--- src/rtl/ff_conv_pkg.sv ---
// Shared definitions for the flip-flop conversion blocks: illegal-input
// policy codes, JK next-state and SR-to-JK conversion gating.
package ff_conv_pkg;

   // Policy applied when S=R=1 is presented to an SR bit
   localparam int unsigned MODE_HOLD    = 0;
   localparam int unsigned MODE_RST_DOM = 1;
   localparam int unsigned MODE_SET_DOM = 2;

   // J/K pair driven into a JK core
   typedef struct packed {
      logic j;
      logic k;
   } jk_t;

   // Map any unsupported policy code onto hold
   function automatic int unsigned norm_mode(input int unsigned mode);
      if ((mode == MODE_RST_DOM) || (mode == MODE_SET_DOM)) begin
         return mode;
      end
      return MODE_HOLD;
   endfunction

   // Standard JK next-state: hold, reset, set, toggle
   function automatic logic jk_next(input logic q, input logic j, input logic k);
      logic nxt;
      case ({j, k})
         2'b00:   nxt = q;
         2'b01:   nxt = 1'b0;
         2'b10:   nxt = 1'b1;
         default: nxt = ~q;
      endcase
      return nxt;
   endfunction

   // SR request to JK drive; S=R=1 is steered by policy so J=K=1 never occurs
   function automatic jk_t sr_gate(input int unsigned mode,
                                   input logic        s,
                                   input logic        r,
                                   input logic        q);
      jk_t g;
      g.j = s & ~q;
      g.k = r & q;
      if (s & r) begin
         case (mode)
            MODE_RST_DOM: g.j = 1'b0;
            MODE_SET_DOM: g.k = 1'b0;
            default: begin
               g.j = 1'b0;
               g.k = 1'b0;
            end
         endcase
      end
      return g;
   endfunction

endpackage : ff_conv_pkg

--- src/rtl/jk_ff.sv ---
// Single-bit JK flip-flop with synchronous active-low reset.
module jk_ff
   import ff_conv_pkg::*;
(
   input  logic clk,
   input  logic rst_n,
   input  logic j,
   input  logic k,
   output logic q,
   output logic q_b
);

   logic q_q;
   logic q_d;

   // Next state from the JK characteristic equation
   always_comb begin
      q_d = jk_next(q_q, j, k);
   end

   // State register, reset to 0
   always_ff @(posedge clk) begin
      if (!rst_n) begin
         q_q <= 1'b0;
      end else begin
         q_q <= q_d;
      end
   end

   assign q   = q_q;
   assign q_b = ~q_q;

endmodule : jk_ff

--- src/rtl/jk_to_sr_bank.sv ---
// Bank of SR flip-flops built from JK cores, with a selectable policy for
// S=R=1 and sticky/counted illegal-input diagnostics.
module jk_to_sr_bank
   import ff_conv_pkg::*;
#(
   parameter int unsigned WIDTH        = 8,
   parameter int unsigned CNT_W        = 8,
   parameter int unsigned ILLEGAL_MODE = 0
) (
   input  logic             clk,
   input  logic             rst_n,
   input  logic [WIDTH-1:0] s,
   input  logic [WIDTH-1:0] r,
   input  logic             err_clr,
   output logic [WIDTH-1:0] q,
   output logic [WIDTH-1:0] q_b,
   output logic             err_flag,
   output logic [CNT_W-1:0] err_cnt
);

   localparam int unsigned      EFF_MODE = norm_mode(ILLEGAL_MODE);
   localparam logic [CNT_W-1:0] CNT_MAX  = {CNT_W{1'b1}};

   logic [WIDTH-1:0] j_c;
   logic [WIDTH-1:0] k_c;
   logic [WIDTH-1:0] q_w;
   logic [WIDTH-1:0] q_b_w;
   logic             illegal_c;

   logic             err_flag_q;
   logic             err_flag_d;
   logic [CNT_W-1:0] err_cnt_q;
   logic [CNT_W-1:0] err_cnt_d;

   // Per-bit conversion gating from SR requests to JK drive
   always_comb begin
      jk_t gate;
      gate = '0;
      j_c  = '0;
      k_c  = '0;
      for (int i = 0; i < int'(WIDTH); i++) begin
         gate   = sr_gate(EFF_MODE, s[i], r[i], q_w[i]);
         j_c[i] = gate.j;
         k_c[i] = gate.k;
      end
   end

   // JK cores, one per bank bit
   for (genvar gi = 0; gi < int'(WIDTH); gi++) begin : g_bit
      jk_ff u_jk_ff (
         .clk   (clk),
         .rst_n (rst_n),
         .j     (j_c[gi]),
         .k     (k_c[gi]),
         .q     (q_w[gi]),
         .q_b   (q_b_w[gi])
      );
   end

   assign illegal_c = |(s & r);

   // Diagnostics next state: clear restarts counting without losing this cycle
   always_comb begin
      err_flag_d = err_flag_q;
      err_cnt_d  = err_cnt_q;
      if (err_clr) begin
         err_flag_d = illegal_c;
         err_cnt_d  = illegal_c ? CNT_W'(1) : '0;
      end else if (illegal_c) begin
         err_flag_d = 1'b1;
         if (err_cnt_q != CNT_MAX) begin
            err_cnt_d = err_cnt_q + CNT_W'(1);
         end
      end
   end

   // Diagnostics registers
   always_ff @(posedge clk) begin
      if (!rst_n) begin
         err_flag_q <= 1'b0;
         err_cnt_q  <= '0;
      end else begin
         err_flag_q <= err_flag_d;
         err_cnt_q  <= err_cnt_d;
      end
   end

   assign q        = q_w;
   assign q_b      = q_b_w;
   assign err_flag = err_flag_q;
   assign err_cnt  = err_cnt_q;

endmodule : jk_to_sr_bank

--- config.mk ---
export PLATFORM = sky130hd
export DESIGN_NAME = jk_to_sr_bank
export DESIGN_NICKNAME = d
export VERILOG_FILES = /design/src/rtl/ff_conv_pkg.sv /design/src/rtl/jk_ff.sv /design/src/rtl/jk_to_sr_bank.sv
export SDC_FILE = /design/constraint.sdc
export NUM_CORES = 1
export LEC_CHECK = 0
export CAP_MARGIN = 10
export CORE_MARGIN = 1
export CORE_UTILIZATION = 42
export DETAILED_ROUTE_END_ITERATION = 10
export PLACE_DENSITY = 0.83
export SLEW_MARGIN = 25
export SYNTH_ARGS = -nofsm -noshare
export SYNTH_HDL_FRONTEND = slang
export SYNTH_SLANG_ARGS = --single-unit
--- constraint.sdc ---
create_clock -name clk -period 1.7 [get_ports clk]
set_input_delay 0.34 -clock clk [delete_from_list [all_inputs] [get_ports clk]]
set_output_delay 0.34 -clock clk [all_outputs]
set_load 0.01 [all_outputs]
==> impl_metrics.py <==
metrics = {
    "power_and_ir_drop": {
        "ir_drop_mv": 0.3284,
        "finalPower_mw": 1.037,
        "leakage_nw": 0.7424,
        "p_per_area_mw_per_mm2": 545.6,
    },
    "route": {
        "wl_mm": 2.904,
        "wl_per_cell_um": 11.13,
        "route.vias.total": 1312,
        "drtPass1Iterations": 4,
        "viasPerCell": 5.027,
        "drc": 0,
        "first_iter_violations": 72,
        "postRouteAntennaNets": 0,
    },
    "global_route": {
        "use_met3_pct": 2.132,
        "overflow": 0,
        "grt_pass1_vias": 1110,
        "grt_pass1_wl_mm": 4.678,
        "grt_max_degree": 12,
        "track_usage_pct": 16.56,
        "use_met2_pct": 26.84,
        "grt_busiest_layer": "met2",
        "antenna_found_initial": 0,
        "met1_usage_pct": 23.02,
    },
    "logic_synthesis": {
        "syn_area_mm2": 0.001440,
        "async_reset_ff_share_pct": 0,
        "syn_nets": 213,
        "synthFlopType": "dfxtp_1",
        "ys_types": 33,
        "synth-edff-count": 0,
        "syn-mean-instance-area_um2": 8.136,
        "yosys_warnings": 0,
        "yosys_register_bits": 17,
        "seq_area_frac_synth_pct": 23.63,
        "syn_inst": 177,
    },
    "place": {
        "pre_cts_ws_ns": -0.2215,
        "placed_area_mm2": 0.001869,
        "port_buffers": 43,
        "hpwl_mm": 2.247,
        "place_congestion": 0.8356,
    },
    "sta": {
        "whs_ns": 0.4912,
        "hold_viol": 0,
        "period_share_pct": 96.64,
        "rsz0062_at_grt": "no",
        "max_freq_mhz": 608.7,
        "finalSetupViolations": 0,
        "relSlewSlack_pct": 75.29,
        "min_period_ns": 1.643,
        "setup_slack_ns": 0.05719,
        "skew_ns": 0.003492,
        "worst_pin_slew_ns": 0.3703,
        "final_max_slew_viol_count": 0,
    },
    "die": {
        "num_rows": 20,
        "start_util_pct": 45.67,
        "die_h_um": 60.56,
        "core_mm2": 0.003153,
        "dieWidth_um": 60.56,
        "dieArea_mm2": 0.003667,
        "ios": 44,
    },
    "clock_network": {
        "hold_buffers": 0,
        "clockBufferDepth": 2,
        "cts.clk_slew.worst_paths_ns": 0.10,
        "cts_buffers": 3,
        "cts_root_buffer": "clkbuf_4",
        "htreeDepth": 1,
        "clock_latency_ns": 0.29,
        "cts_tree": "done",
        "cts.sinks": 17,
    },
    "worst_setup_path": {
        "startpoint_type": "flip-flop",
        "required_ns": 1.36,
        "path_max_fanout": 5,
        "arrival_ns": 1.30,
        "path_class": "reg2out",
        "r2r_slack_ns": 0.10,
        "end_kind": "output pin",
    },
    "layout": {
        "fillers": 298,
        "syn_to_final_growth_pct": 31.97,
        "fin_area_mm2": 0.001901,
        "antenna_cells": 0,
        "post-route-util_pct": 60.28,
        "nets": 254,
        "drive_above_1_share_pct": 11.98,
    },
    "run_status": {
        "status": "complete, no violations",
    },
    "hold_path": {
        "hp-class": "reg2reg",
    },
    "job": {
        "drv_cap": 0,
    },
}
[report_power, final]
group          internal (mW)  switching, mW  total (mW)
combinational          0.208          0.153       0.361
clock                 0.0913          0.128       0.219
sequential             0.424         0.0327       0.457
[worst max-delay path, cell delays in order (launching register included)]
cell	delay (ns)
dfxtp_1	0.35
buf_4	0.13
clkdlybuf4s50_1	0.53
[kinds of logic (layout without fill, tap and decap cells)]
family | Yosys count | after routing | share of synthesized area [%]
compound gates | 29 | 29 | 15.64
mux | 1 | 1 | 0.7819
flops | 17 | 17 | 23.63
buf+inv | 40 | 80 | 15.64
fa+ha+maj | 17 | 17 | 14.77
simple gates | 73 | 73 | 29.54
[cells in the final DEF, fill, tap and decap left out, drive strengths merged, types with 6 or more instances in the layout]
cell and n:
nand2 9, nor3b 6, nand3b 10, nor3 6, and2 7, dfxtp 17
buf 12, ha 17, nor2 22, clkdlybuf4s50 43, a221oi 6, a21oi 7
inv 21
[layer usage]
layer | share of wire, % | up-vias
li1 | - | 685
met1 | 48 | 578
met2 | 45 | 45
met3 | 6.3 | 4
met4 | 1.1 | 0
met5 | 0 | -
[through the flow]
step,cells,TNS [ns]
finish,261,0
global route,261,0
CTS,261,0
detailed placement,257,-2.226
global placement,257,-1.914
floorplan,177,0
[Yosys cell counts (all sizes together), types with 5 or more instances]
cell | instances | share of area [%]
nor3b | 6 | 3.1
ha | 17 | 15
nand2 | 9 | 2.3
nor3 | 6 | 2.1
a221oi | 6 | 3.6
and2 | 7 | 3.2
inv | 21 | 5.5
a31oi | 5 | 2.2
dfxtp | 17 | 24
buf | 18 | 9.9
nor2 | 22 | 5.7
a21oi | 7 | 2.4
a22oi | 5 | 4.0
nand3b | 10 | 5.2
[area by class of cell]
cell class                 count  area, µm²  area share, %
multi-input combinational    120      874.6          46.02
timing repair buffer          55      520.5          27.39
tap                           44      55.05          2.897
sequential                    17      345.3          18.17
clock buffer                   4      26.28          1.382
inverter                      21      78.83          4.147
[sequential cells by signal, indices dropped and copies added (netlist names)]
signal / cells
err_cnt: 8
err_flag: 1
g_bit.u_jk_ff.q: 8
[final timing paths]
path / startpoint / end / cells past startpoint
hold / removal: err_flag / err_flag / 2
setup / recovery: err_cnt[0] / err_cnt[0] / 2
hold reg to reg: err_flag / err_flag / 2
setup reg to reg: err_cnt[1] / err_cnt[5] / 5
[what timing repair did]
action                                  CTS  global route
setup buffers                             0             0
endpoints found under the setup margin    1             3
resized for setup                         1             3
gates cloned                              0             0
(Power assumes the default switching activity.)
